[config.mk]
export PLATFORM = sky130hd
export DESIGN_NAME = eth_gmii_tx_framer
export DESIGN_NICKNAME = d
export VERILOG_FILES = /design/src/rtl/eth_pkg.sv /design/src/rtl/eth_crc32_d8.sv /design/src/rtl/eth_gmii_tx_framer.sv
export SDC_FILE = /design/constraint.sdc
export NUM_CORES = 1
export LEC_CHECK = 0
export BUFFER_PORTS_ARGS = -buffer_cell sky130_fd_sc_hd__buf_2
export CAP_MARGIN = 30
export CORE_MARGIN = 1
export CORE_UTILIZATION = 45
export CTS_CLUSTER_DIAMETER = 60
export DETAILED_ROUTE_END_ITERATION = 7
export PLACE_DENSITY = 0.62
export REMOVE_ABC_BUFFERS = 1
export SYNTH_ARGS = -nofsm -noshare
export SYNTH_HDL_FRONTEND = slang
export SYNTH_SLANG_ARGS = --single-unit
[constraint.sdc]
create_clock -name clk -period 4.24 [get_ports clk]
set_input_delay 0.212 -clock clk [delete_from_list [all_inputs] [get_ports clk]]
set_output_delay 0.212 -clock clk [all_outputs]
set_load 0.02 [all_outputs]
[src/rtl/eth_pkg.sv]
// Shared Ethernet constants: framer state encoding, preamble/SFD bytes and CRC-32 parameters.
package eth_pkg;

    localparam logic [2:0] ST_IDLE = 3'd0;
    localparam logic [2:0] ST_PRE  = 3'd1;
    localparam logic [2:0] ST_SFD  = 3'd2;
    localparam logic [2:0] ST_DATA = 3'd3;
    localparam logic [2:0] ST_FCS  = 3'd4;
    localparam logic [2:0] ST_IFG  = 3'd5;

    localparam logic [7:0]  PREAMBLE_BYTE = 8'h55;
    localparam logic [7:0]  SFD_BYTE      = 8'hD5;
    localparam logic [31:0] CRC32_POLY    = 32'h04C11DB7;
    localparam logic [31:0] CRC32_INIT    = 32'hFFFFFFFF;

    function automatic logic [31:0] reflect32(input logic [31:0] v);
        logic [31:0] r;
        r = '0;
        for (int unsigned i = 0; i < 32; i++) begin
            r[i] = v[31 - i];
        end
        return r;
    endfunction

endpackage

[src/rtl/eth_crc32_d8.sv]
// Byte-wise reflected CRC-32 next-state logic (LSB of the data byte first).
module eth_crc32_d8
    import eth_pkg::*;
(
    input  logic [31:0] crc_in,
    input  logic [7:0]  data,
    output logic [31:0] crc_out
);

    localparam logic [31:0] POLY_REFL = reflect32(CRC32_POLY);

    always_comb begin
        crc_out = crc_in;
        for (int unsigned i = 0; i < 8; i++) begin
            if (crc_out[0] ^ data[i]) begin
                crc_out = (crc_out >> 1) ^ POLY_REFL;
            end else begin
                crc_out = crc_out >> 1;
            end
        end
    end

endmodule

[src/rtl/eth_gmii_tx_framer.sv]
// GMII transmit framer: preamble, SFD, streamed payload, optional FCS and inter-frame gap.
module eth_gmii_tx_framer
    import eth_pkg::*;
#(
    parameter int unsigned PRE_LEN = 7,
    parameter int unsigned IFG_LEN = 12,
    parameter bit          FCS_EN  = 1'b1
) (
    input  logic       clk,
    input  logic       rst_n,
    input  logic       s_valid,
    input  logic [7:0] s_data,
    input  logic       s_last,
    output logic       s_ready,
    output logic       gmii_tx_en,
    output logic [7:0] gmii_txd,
    output logic       gmii_tx_er,
    output logic       busy,
    output logic       underrun
);

    localparam int unsigned CNT_MAX = (PRE_LEN > IFG_LEN) ? ((PRE_LEN > 3) ? PRE_LEN : 3)
                                                          : ((IFG_LEN > 3) ? IFG_LEN : 3);
    localparam int unsigned CNT_W   = $clog2(CNT_MAX + 1);

    logic [2:0]       state;
    logic [CNT_W-1:0] cnt;
    logic [31:0]      crc;
    logic [31:0]      crc_next;
    logic [1:0]       fcs_sel;
    logic [7:0]       fcs_byte;

    // State names the byte being registered at the coming edge, so the line lags state by one cycle.
    assign s_ready  = (state == ST_DATA);
    assign busy     = (state != ST_IDLE);
    assign fcs_sel  = ~cnt[1:0];
    assign fcs_byte = ~crc[{fcs_sel, 3'b000} +: 8];

    eth_crc32_d8 u_crc (
        .crc_in  (crc),
        .data    (s_data),
        .crc_out (crc_next)
    );

    always_ff @(posedge clk or negedge rst_n) begin
        if (!rst_n) begin
            state      <= ST_IDLE;
            cnt        <= '0;
            crc        <= CRC32_INIT;
            gmii_tx_en <= 1'b0;
            gmii_txd   <= '0;
            gmii_tx_er <= 1'b0;
            underrun   <= 1'b0;
        end else begin
            gmii_tx_en <= 1'b0;
            gmii_txd   <= '0;
            gmii_tx_er <= 1'b0;
            underrun   <= 1'b0;
            case (state)
                ST_IDLE: begin
                    if (s_valid) begin
                        gmii_tx_en <= 1'b1;
                        gmii_txd   <= PREAMBLE_BYTE;
                        crc        <= CRC32_INIT;
                        cnt        <= CNT_W'(PRE_LEN - 1);
                        state      <= (PRE_LEN > 1) ? ST_PRE : ST_SFD;
                    end
                end
                ST_PRE: begin
                    gmii_tx_en <= 1'b1;
                    gmii_txd   <= PREAMBLE_BYTE;
                    cnt        <= cnt - CNT_W'(1);
                    if (cnt == CNT_W'(1)) begin
                        state <= ST_SFD;
                    end
                end
                ST_SFD: begin
                    gmii_tx_en <= 1'b1;
                    gmii_txd   <= SFD_BYTE;
                    state      <= ST_DATA;
                end
                ST_DATA: begin
                    gmii_tx_en <= 1'b1;
                    if (s_valid) begin
                        gmii_txd <= s_data;
                        crc      <= crc_next;
                        if (s_last) begin
                            if (FCS_EN) begin
                                state <= ST_FCS;
                                cnt   <= CNT_W'(3);
                            end else begin
                                state <= ST_IFG;
                                cnt   <= CNT_W'(IFG_LEN);
                            end
                        end
                    end else begin
                        gmii_tx_er <= 1'b1;
                        underrun   <= 1'b1;
                        state      <= ST_IFG;
                        cnt        <= CNT_W'(IFG_LEN);
                    end
                end
                ST_FCS: begin
                    gmii_tx_en <= 1'b1;
                    gmii_txd   <= fcs_byte;
                    if (cnt == '0) begin
                        state <= ST_IFG;
                        cnt   <= CNT_W'(IFG_LEN);
                    end else begin
                        cnt <= cnt - CNT_W'(1);
                    end
                end
                // First IFG cycle still shows the final byte, hence IFG_LEN+1 cycles in this state.
                ST_IFG: begin
                    if (cnt == '0) begin
                        state <= ST_IDLE;
                    end else begin
                        cnt <= cnt - CNT_W'(1);
                    end
                end
                default: begin
                    state <= ST_IDLE;
                end
            endcase
        end
    end

endmodule
### Word-level counts from Yosys, hierarchy flattened

Index checks and enable logic that the tools add are counted.

* bits in registers: 49
* bits in latches: 0
* memory bits (writable): 0
* ROM bits: 0
* output and inout bits: 13
* memories kept: 0

* $add $sub $neg: 1
* multipliers: 0
* divide/modulo/power cells: 0
* $lt $le $gt $ge: 0
* equality and inequality tests: 13
* shifts and indexed selects: 1
* muxes and demuxes: 31
* bitwise gates (word level): 18
* reductions and logical operators: 9

Operators with widths (number)
* 32-bit 2-to-1 mux: 10
* 13-bit NOT with 14-bit output: 8
* 32-bit one-hot mux with 2 select lines: 1
* 8-bit one-hot mux with 5 select lines: 1
* 32-bit by 6-bit indexed part select with 8-bit output: 1
* 4-bit 2-to-1 mux: 5
* 4-bit one-hot mux with 5 select lines: 1
* 3-bit 2-to-1 mux: 6
* 3-bit one-hot mux with 6 select lines: 1
* 2-bit != test (second input constant): 6
* 8-bit 2-to-1 mux: 1
* 8-bit NOT: 1
* 1-bit bitwise XOR: 8
* 7-bit 2-to-1 mux: 1
* 3-bit by 2-bit == test with 1-bit output (second input constant): 2
* 3-bit == test (second input constant): 2
* 5-bit AND reduction: 1
* 5-bit nonzero test: 1
* 4-bit by 1-bit == test with 1-bit output (second input constant): 1
* 4-bit zero test: 1
* 4-bit AND reduction: 1
* 4-bit OR reduction: 1
* 4-bit by 1-bit subtractor with 4-bit output (second input constant): 1
* 3-bit by 1-bit == test with 1-bit output (second input constant): 1
* 8 further kinds: 10

### Logic depth before layout (Yosys ltp)

Gate-level depths: netlist (run 1).

* word-level depth: 18
* depth in mapped cells: 8
* gate-level depth less buffers: 7

### By module

From an unflattened synthesis (run 1), not the netlist that was laid out.

* cells, all modules: 270
* area total of the unflattened synthesis: 3164.3 sq um

Modules (own cells, without submodules)
* eth_gmii_tx_framer: times used 1, cells an instance 200, area an instance 2394.8 sq um, sequential area each 1266.2 sq um
* eth_crc32_d8: times used 1, cells an instance 70, area an instance 769.5 sq um, sequential area each 0.0 sq um

### Worst setup path after synthesis (run 1)

OpenSTA, ideal clock, no wires.

* path type: register to register
* start: register cnt[0]
* end: register cnt[2]
* arrival time: 2.019 ns
* setup slack: 2.063 ns
* cell stages (with the launch flop): 9
* buffers on the path: 1
* cell sequence: dfrtp_1 > buf_1 > inv_1 > ha_1 > nor4bb_1 > o21ai_0 > o21ai_0 > a2111oi_0 > a221oi_1

* word-level cells in the longest chain between the ends: 3

RTL lines
* start, declared: RTL line eth_gmii_tx_framer.sv:27 `logic [CNT_W-1:0] cnt;`
* start signal, assigned: RTL line eth_gmii_tx_framer.sv:65 `cnt <= CNT_W'(PRE_LEN - 1);`
* start signal, assigned: RTL line eth_gmii_tx_framer.sv:72 `cnt <= cnt - CNT_W'(1);`
* start signal, assigned: RTL line eth_gmii_tx_framer.sv:93 `cnt <= CNT_W'(IFG_LEN);`
* 4-bit by 1-bit subtractor with 4-bit output / 4-bit zero test (equally long branches)
* 4-bit 2-to-1 mux (tied with other cells): RTL line eth_gmii_tx_framer.sv:115 `if (cnt == '0) begin`
* 4-bit one-hot mux with 5 select lines / 4-bit AND reduction (equally long branches)

Parallel ways exist; a longest one is shown, timed or not. The select of a mux whose other input is x is not followed.
A chain may end at the register's enable or synchronous reset.

### Worst setup path after layout (run 1)

Same ends and word-level chain as after synthesis.

==> results of run 1 <==
cell families (layout without fill, tap and decap cells):
kind of cell	after synthesis	in the layout	share of synthesized area, %
AOI/OAI and AO/OA	72	72	14.44
xor gates and xnor gates	72	72	26.20
and+or+nand+nor	54	54	7.880
DFF	49	49	41.75
buffers and inverters	22	42	2.847
muxes	8	8	6.064
adders and majority gates	2	2	0.8250
power by group through the flow:
stage / clock network [W] / logic [W] / registers [W]
global route: 0.000355 / 0.00216 / 0.00102
CTS: 0.000339 / 0.00200 / 0.000984
global placement: 0 / 0.00197 / 0.000989
detailed placement: 0 / 0.00198 / 0.000993
floorplan: 0 / 0.00159 / 0.000972
finish: 0.000330 / 0.00199 / 0.000985
metal layers:
layer	track usage (%)	up-vias
met5	0	-
met4	5.956	0
met3	3.759	11
met2	30.55	44
met1	27.07	1009
li1	-	1000
cell usage after synthesis, types with 4 or more instances:
| cell type | n |
|---|---|
| a21oi_1 | 38 |
| clkbuf_1 | 12 |
| dfrtp_1 | 17 |
| dfstp_2 | 32 |
| inv_1 | 7 |
| mux4_2 | 7 |
| nand2_1 | 10 |
| nand2b_1 | 4 |
| nor2_1 | 31 |
| o21ai_0 | 8 |
| o22a_1 | 5 |
| o22ai_1 | 6 |
| xnor2_1 | 41 |
| xnor2_2 | 7 |
| xor2_1 | 16 |
worst max-delay path: stages (launching register included):
cell	delay (ps)
dfrtp_1	810
inv_1	110
ha_1	260
nor4bb_1	160
o21ai_0	210
o21ai_0	190
a2111oi_0	430
a221oi_1	90
area by class of cell:
class / instances / area share, %
Multi-Input combinational cell: 208 / 50.53
Sequential cell: 49 / 37.96
Timing Repair Buffer: 27 / 4.501
Clock buffer: 8 / 3.338
Tap cell: 77 / 2.888
Inverter: 7 / 0.7877
layout by cell type, fill, tap and decap left out, types with 2 or more instances in the layout:
cell type,Yosys,layout
ha_1,2,2
a21o_1,2,2
nand2_1,10,10
nor2_1,31,31
inv_1,7,7
xor2_2,2,2
buf_2,0,24
clkbuf_8,0,6
a21oi_1,38,38
a22o_1,2,2
xnor2_1,41,41
o22a_1,5,5
o21ai_0,8,8
nand2b_1,4,4
xor2_1,16,16
buf_4,1,2
nand3_1,2,2
xnor3_1,2,2
dfrtp_1,17,17
o32ai_1,2,2
dfstp_2,32,32
mux4_2,7,7
o22ai_1,6,6
xnor2_2,7,7
sequential cells by signal, indices dropped and copies added, names as in the netlist:
name,flops
gmii_tx_en,1
gmii_txd,8
underrun,1
cnt,4
state,3
crc,32
worst min-delay path by stage:
stage	endpoint	startpoint
finish	cnt[2]$_DFFE_PN0P_	rst_n
global route	cnt[2]$_DFFE_PN0P_	rst_n
global placement	cnt[2]$_DFFE_PN0P_	rst_n
floorplan	cnt[0]$_DFFE_PN0P_	rst_n
detailed placement	cnt[2]$_DFFE_PN0P_	rst_n
CTS	cnt[2]$_DFFE_PN0P_	rst_n
stage by stage:
stage	worst slack (ps)	cells	total power, W
after CTS	1849	376	0.003323
after detailed placement	1869	368	0.002975
final	1831	376	0.003301
after global routing	1712	376	0.003537
after global placement	1923	367	0.002963
after floorplan	1205	264	0.002562
==> results by group, run 1 <==
Die
  – I/O pins: 25
  – Initial Utilization: 47.22%
  – Core Rows: 29
  – Die X: 84.10 um
  – Die area: 7072 um2
  – Core area: 6422 um2
  – Die H: 84.10 um

GRT
  – Pin count of the biggest net entering global routing: 50
  – Total grt overflow: 0
  – Total track usage: 19.39%
  – Initial antenna violation count: 0
  – Vias in the first global route: 2,017
  – First-pass GRT wire length: 10,570 um

Clock tree
  – Worst-skew pair later-pin latency: 310 ps
  – Clock tree buffer depth: 2
  – TritonCTS clock tree: built
  – Post-CTS setup buffers: 0
  – Clock root buffer: clkbuf_8
  – Hold buffers post-CTS: 0
  – CTS Sinks: 49
  – H-Tree Level Count: 2
  – Post_cts resized: 0
  – Clock Pin Slew Worst Setup and Hold Paths: 90 ps
  – Inserted Clock Buffers: 5

Timing
  – Final Hold Vio Count: 5
  – Least-Margin Pin Slew: 851.3 ps
  – RSZ-0062 raised after global routing: false
  – Fin Setup TNS: 0 ps
  – Highest clock rate: 415.1 MHz
  – Final setup viols: 0
  – Hold WS: -11.69 ps
  – Clock Skew: 5.628 ps
  – Clock period minus worst slack: 2409 ps
  – Slew Limit Fails: 0
  – Max transition margin: 42.53%
  – Crit share post-route: 56.82%

Power
  – VDD IR max: 0.5664 mV
  – Sequential Power Share: 29.9%
  – Logic pwr share: 60.2%
  – Leakage: 1.317 nW
  – Clock share of power: 10.0%
  – Pwr/cell area: 989.5 nW/um2
  – Internal: 0.001893 W
  – Net Sw Frac: 42.65%
  – Switching power: 0.001408 W

Synth
  – Post-synth EDFFs: 0
  – Asr flop ratio synth: 100.0%
  – Largest cells by area after synthesis: dfstp_2 28%, dfrtp_1 14%, xnor2_1 12%
  – Area leader, netlist: dfstp_2
  – Synth cell types: 45
  – Cells after synthesis: 279
  – Synth top area share: 27.72%
  – Main synth FF type: dfstp_2
  – Post-synthesis sequential area ratio: 41.75%
  – Synthesized area: 3033 um2
  – Yosys warns: 0
  – Synthesized area per cell: 10.87 um2
  – Post-synthesis register bit count: 49

Placement
  – Hpwl dp: 4329 um
  – Placed cell area: 3224 um2
  – GP Congestion: 0.7746
  – I/O Buffers: 24

Worst setup path
  – CP Class: reg -> reg
  – CP required: 4400 ps
  – CP endpoint: cnt[2]$_DFFE_PN0P_
  – Worst R2R Start: cnt[0]$_DFFE_PN0P_
  – FF-to-FF path depth: 7
  – CP startpoint: cnt[0]$_DFFE_PN0P_
  – Worst setup EP type: register
  – R2r setup slk: 1830 ps
  – Worst Path Arrival: 2570 ps
  – Max Fanout on Critical Path: 13
  – RR Endpoint: cnt[2]$_DFFE_PN0P_
  – Setup crit start kind: register

Final layout
  – Fillers: 556
  – Layout cells sized above 1: 29.43%
  – N_diodes: 0
  – Multi-input logic area: 1685 um2
  – Layout Utilization: 51.94%
  – Final instance area: 3336 um2
  – P&R area growth vs syn: 9.984%
  – Storage element area: 1266 um2
  – Nets: 312

Routing
  – DR vias: 2,064
  – Routed WL: 6398 um
  – Wire length on met3: 269 um
  – Highest routed metal layer: met4
  – WL/cell: 17.02 um
  – Drt drc: 4
  – DR WL met2: 2905 um
  – Initial DRC count: 113
  – Metal1 wirelength: 3130 um
  – Routed Antenna Nets: 0
  – TritonRoute pass-1 iters: 8
  – Vias/cell: 5.489

Min path
  – Hold Path Class: in -> async

Status
  – Status: finished, violations left
  – Violated checks: design-rule violations, negative hold slack

Job
  – Max Cap Violations: 0
Power figures use the tool's default switching activity.
==> run 2, diff against run 1 <==
--- a/config.mk
+++ b/config.mk
@@ -11,7 +11,7 @@
 export CORE_UTILIZATION = 45
 export CTS_CLUSTER_DIAMETER = 60
 export DETAILED_ROUTE_END_ITERATION = 7
-export PLACE_DENSITY = 0.62
+export PLACE_DENSITY = 0.64
 export REMOVE_ABC_BUFFERS = 1
 export SYNTH_ARGS = -nofsm -noshare
 export SYNTH_HDL_FRONTEND = slang
==> constraint.sdc (replaced) <==
create_clock -name clk -period 2.2 [get_ports clk]
set_input_delay 0.11 -clock clk [delete_from_list [all_inputs] [get_ports clk]]
set_output_delay 0.11 -clock clk [all_outputs]
set_load 0.02 [all_outputs]
==> run 2 against run 1 <==
  * The run ends with design-rule violations left
  * Utilization grew 0.88 points
  * Sequential cell count unchanged
  * Sequential share of layout area shrank 0.63 points
  * Power increased by 93%
  * Sequential power grew 80%
  * First-iteration DRC count rose by 19%
  * Via count is 2.8% higher
  * Critical path depth down 2
  * Die area unchanged
  * Non-clock buffer count rose by 12
  * Cell area up 1.7%
  * Largest cell class unchanged
  * Highest routed layer unchanged
==> results by group, run 2 (same netlist as run 1, synthesis figures left out) <==
Final layout
  – Final instance area: 3392 um2
  – Top reg by flops: crc
  – Commonest cells after routing, fill and taps aside: 41 x xnor2_1, 38 x a21oi_1, 32 x dfstp_2
  – Layout cells sized above 1: 31.83%
  – Max FFs per register: 32
  – Most common cell after layout, fill and taps aside: xnor2_1
  – N_diodes: 0
  – Fillers: 580
  – Layout Utilization: 52.82%
  – Largest regs: crc x32, gmii_txd x8, cnt x4
  – P&R area growth vs syn: 11.84%
  – Nets: 324

GRT
  – Total track usage: 20.55%
  – Vias in the first global route: 2,201
  – Pin count of the biggest net entering global routing: 31
  – Total grt overflow: 0
  – First-pass GRT wire length: 11,370 um
  – Initial antenna violation count: 0

Clock tree
  – H-Tree Level Count: 2
  – Worst-skew pair later-pin latency: 300 ps
  – Clock tree buffer depth: 2
  – Clock Pin Slew Worst Setup and Hold Paths: 90 ps
  – CTS Sinks: 49
  – Clock root buffer: clkbuf_8
  – Inserted Clock Buffers: 5
  – Post-CTS setup buffers: 0
  – Hold buffers post-CTS: 1
  – Post_cts resized: 0
  – TritonCTS clock tree: built

Routing
  – WL/cell: 16.82 um
  – Initial DRC count: 134
  – Vias/cell: 5.466
  – Routed WL: 6528 um
  – Routed Antenna Nets: 0
  – TritonRoute pass-1 iters: 6
  – DR vias: 2,121
  – Drt drc: 8

Min path
  – Hold_sp: s_data[1]
  – Hold path depth: 3
  – Hold Path Class: in -> reg
  – Hold Path Sink: gmii_txd[1]$_DFF_PN0_

Timing
  – Fin Setup TNS: 0 ps
  – Least-Margin Pin Slew: 927.8 ps
  – Hold WS: 67.33 ps
  – Final setup viols: 0
  – Final Hold Vio Count: 0
  – Highest clock rate: 513.6 MHz
  – Crit share post-route: 88.51%
  – Max transition margin: 37.36%
  – Clock Skew: 7.718 ps
  – Clock period minus worst slack: 1947 ps
  – RSZ-0062 raised after global routing: false
  – Slew Limit Fails: 0
  – Final WS setup: 252.8 ps

Die
  – I/O pins: 25
  – Die X: 84.10 um
  – Initial Utilization: 47.22%
  – Die area: 7072 um2
  – Core area: 6422 um2
  – Core Rows: 29
  – Die H: 84.10 um

Worst setup path
  – CP required: 2430 ps
  – CP bufs+invs: 0
  – Crit path cell chain: xnor2_4 -> xor3_2 -> xor2_2 -> xnor2_1 -> a21oi_1
  – CP Class: reg -> reg
  – CP max stage cell: dfstp_2
  – FF-to-FF path depth: 5
  – Worst setup EP type: register
  – Worst Path Arrival: 2180 ps
  – RR Endpoint: crc[18]$_DFFE_PN1P_
  – R2r setup slk: 250 ps
  – Max Fanout on Critical Path: 8
  – Largest delay share family, worst path: XOR/XNOR gates
  – Crit-path max cell delay: 600 ps
  – Worst R2R Start: crc[0]$_DFFE_PN1P_
  – Setup crit start kind: register

Placement
  – GP Congestion: 0.8380
  – Hpwl dp: 4654 um
  – Placed cell area: 3299 um2
  – I/O Buffers: 24
  – Pre-CTS setup slack: 272.3 ps

Power
  – Leakage: 1.362 nW
  – VDD IR max: 0.9456 mV
  – Pwr/cell area: 1882 nW/um2

Status
  – Violated checks: design-rule violations
  – Status: finished, violations left

Job
  – Max Cap Violations: 0
[run 2: layer usage]
layer	GRT usage (%)	wire (um)
met1	30.52	3101
met2	31.97	3012
met4	3.605	74
met3	3.462	339
met5	0	0
[run 2: through the flow]
step,total power (W),std cells
2_1_floorplan,0.004937,264
3_3_place_gp,0.005852,379
3_5_place_dp,0.005865,379
4_1_cts,0.006418,388
5_1_grt,0.006914,388
6_report,0.006382,388
[run 2: layout make-up]
type | count | area (um2) | share of cell area (%)
inverter | 7 | 26.28 | 0.7746
sequential | 49 | 1266 | 37.33
tap | 77 | 96.34 | 2.840
timing repair buffer | 39 | 235.2 | 6.935
clock buffer | 6 | 72.57 | 2.139
clock inverter | 2 | 10.01 | 0.2951
multi-input combinational | 208 | 1685 | 49.69
[run 2: how the worst max path moves through the flow]
stage                     cells after the start                  from  slack, ps             endpoint
after CTS                                     5    crc[0]$_DFFE_PN1P_        240  crc[18]$_DFFE_PN1P_
after floorplan                               3  state[1]$_DFFE_PN0P_       -830  crc[17]$_DFFE_PN1P_
final                                         5    crc[0]$_DFFE_PN1P_        250  crc[18]$_DFFE_PN1P_
after global routing                          6    cnt[1]$_DFFE_PN0P_        100   cnt[2]$_DFFE_PN0P_
after detailed placement                      5    crc[0]$_DFFE_PN1P_        270  crc[18]$_DFFE_PN1P_
after global placement                        5    crc[0]$_DFFE_PN1P_        280  crc[18]$_DFFE_PN1P_
[run 2: worst min-delay path, delay by kind of cell]
kind | cells | cell delay, ps
buffers and inverters | 1 | 110
AO/OA/AOI/OAI | 1 | 60
AND/OR/NAND/NOR | 1 | 50
[run 2: power by group]
group          total [W]  switching, W  internal [W]
logic            0.00409       0.00209       0.00200
clock network   0.000521      0.000300      0.000221
registers        0.00177      0.000348       0.00143
total            0.00638       0.00273       0.00365
==> run 3, diff against run 2 <==
--- a/config.mk
+++ b/config.mk
@@ -5,7 +5,7 @@
 export SDC_FILE = /design/constraint.sdc
 export NUM_CORES = 1
 export LEC_CHECK = 0
-export BUFFER_PORTS_ARGS = -buffer_cell sky130_fd_sc_hd__buf_2
+export BUFFER_PORTS_ARGS = -buffer_cell sky130_fd_sc_hd__buf_4
 export CAP_MARGIN = 30
 export CORE_MARGIN = 1
 export CORE_UTILIZATION = 45
==> run 3 against run 2 <==
  * The flow still finishes with violations (design-rule violations)
  * Highest routed layer unchanged
  * Cell count down 0.52%
  * Non-clock buffer count down 2
  * Sequential cell count unchanged
  * Critical path depth unchanged
  * Critical path type unchanged
  * First-iteration DRC count down 13%
  * Register-to-register slack worse by 20 ps
  * Clock power up 13%
  * Largest power group unchanged
  * Via count up 0.28%
==> results by group, run 3 (same netlist as run 1, synthesis figures left out) <==
Worst setup path
  – Worst setup EP type: register
  – Setup crit start kind: register
  – CP required: 2440 ps
  – Worst Path Arrival: 2200 ps
  – Max Fanout on Critical Path: 8
  – CP Class: reg -> reg

Final layout
  – Commonest cells after routing, fill and taps aside: 41 x xnor2_1, 38 x a21oi_1, 36 x buf_4
  – Largest regs: crc x32, gmii_txd x8, cnt x4
  – Max FFs per register: 32
  – Nets: 322
  – Fillers: 566
  – P&R area growth vs syn: 13.94%
  – Layout cells sized above 1: 31.72%
  – N_diodes: 0
  – Most common cell after layout, fill and taps aside: xnor2_1
  – Top reg by flops: crc
  – Layout Utilization: 53.81%

Routing
  – Routed WL: 6489 um
  – DR vias: 2,127
  – Drt drc: 8
  – WL/cell: 16.81 um
  – Vias/cell: 5.510
  – Routed Antenna Nets: 0
  – TritonRoute pass-1 iters: 6
  – Initial DRC count: 117

Job
  – Max Cap Violations: 0

Clock tree
  – Clock Pin Slew Worst Setup and Hold Paths: 90 ps
  – H-Tree Level Count: 2
  – Post_cts resized: 0
  – Inserted Clock Buffers: 5
  – Worst-skew pair later-pin latency: 300 ps
  – CTS Sinks: 49
  – TritonCTS clock tree: built
  – Clock tree buffer depth: 2
  – Clock root buffer: clkbuf_8

Timing
  – Least-Margin Pin Slew: 863.9 ps
  – Clock Skew: 6.524 ps
  – Max transition margin: 41.68%
  – Final setup viols: 0
  – RSZ-0062 raised after global routing: false
  – Crit share post-route: 89.20%
  – Slew Limit Fails: 0
  – Final Hold Vio Count: 0
  – Clock period minus worst slack: 1962 ps
  – Highest clock rate: 509.6 MHz

GRT
  – Vias in the first global route: 2,106
  – Total grt overflow: 0
  – Initial antenna violation count: 0
  – Pin count of the biggest net entering global routing: 50
  – First-pass GRT wire length: 10,750 um
  – Total track usage: 19.78%

Die
  – Initial Utilization: 47.22%
  – Core Rows: 29
  – Die area: 7072 um2
  – Core area: 6422 um2
  – Die H: 84.10 um
  – Die X: 84.10 um
  – I/O pins: 25

Placement
  – Hpwl dp: 4424 um
  – GP Congestion: 0.8017
  – I/O Buffers: 24

Power
  – Pwr/cell area: 1883 nW/um2
  – VDD IR max: 0.9225 mV
  – Leakage: 1.377 nW
  – Total power: 0.006507 W

Status
  – Violated checks: design-rule violations
  – Status: finished, violations left

Min path
  – Hold Path Class: in -> reg
[run 3: cell types whose count changed in the layout (fill, tap and decap cells not counted)]
cell and delta:
buf_4 +22, clkbuf_1 -1, clkbuf_8 +2, clkinv_2 -1, buf_2 -24
[run 3: repair_timing]
item / in CTS / in global routing
hold buffers: 1 / 0
endpoints found under the hold margin: 17 / 0
setup buffers: 0 / 0
[run 3: worst max-delay path, stage by stage, from the launching register on]
cell	delay, ps
dfstp_2	600
xnor2_4	230
xor3_2	600
xor2_2	190
xnor2_1	130
a21oi_1	140
[run 3: where the power goes]
part,total (W),internal [W],switching (W)
combinational,0.00413,0.00205,0.00208
sequential,0.00179,0.00143,0.000363
clock,0.000591,0.000285,0.000306
total,0.00651,0.00376,0.00275
[run 3: final cells by class]
type                    count  area, um2  share of cell area, %
clock buffers               7      96.34                  2.788
clock inverters             1      5.005                 0.1448
inverters                   7      26.28                 0.7603
multi-input cells         208       1685                  48.77
flip-flops and latches     49       1266                  36.64
well taps                  77      96.34                  2.788
repair buffers             37      280.3                  8.110
[run 3: worst paths after layout]
kind	from	end	slack, ps	cells after the start
worst max-delay path	crc[0]$_DFFE_PN1P_	crc[18]$_DFFE_PN1P_	240	5
worst min-delay path	s_data[1]	gmii_txd[1]$_DFF_PN0_	40	3
worst max register to register	crc[0]$_DFFE_PN1P_	crc[18]$_DFFE_PN1P_	240	5
worst min register to register	crc[18]$_DFFE_PN1P_	crc[18]$_DFFE_PN1P_	520	2
max in group asynchronous	rst_n	gmii_txd[1]$_DFF_PN0_	1430	2
min in group asynchronous	rst_n	cnt[3]$_DFFE_PN0P_	360	2
[run 3: routing by layer]
layer | global-route usage [%] | part of all wire (%) | wire [um] | vias up
met5 | 0 | 0 | 0 | -
li1 | - | - | - | 1021
met3 | 3.660 | 3.9 | 250 | 5
met1 | 28.14 | 49 | 3169 | 1059
met4 | 5.486 | 0.79 | 51 | 0
met2 | 31.00 | 47 | 3018 | 42
[run 3: per-stage QoR]
step	setup TNS, ps	setup slack (ps)	cells	hold WS [ps]	instance area [um2]
6_report	0	237.7	386	41.54	3456
5_1_grt	0	133.1	386	38.06	3456
4_1_cts	0	217.8	386	35.24	3456
2_1_floorplan	-25710	-834.6	264	-185.6	2973
3_5_place_dp	0	213.8	377	172.1	3344
3_3_place_gp	0	238.0	377	174.2	3344
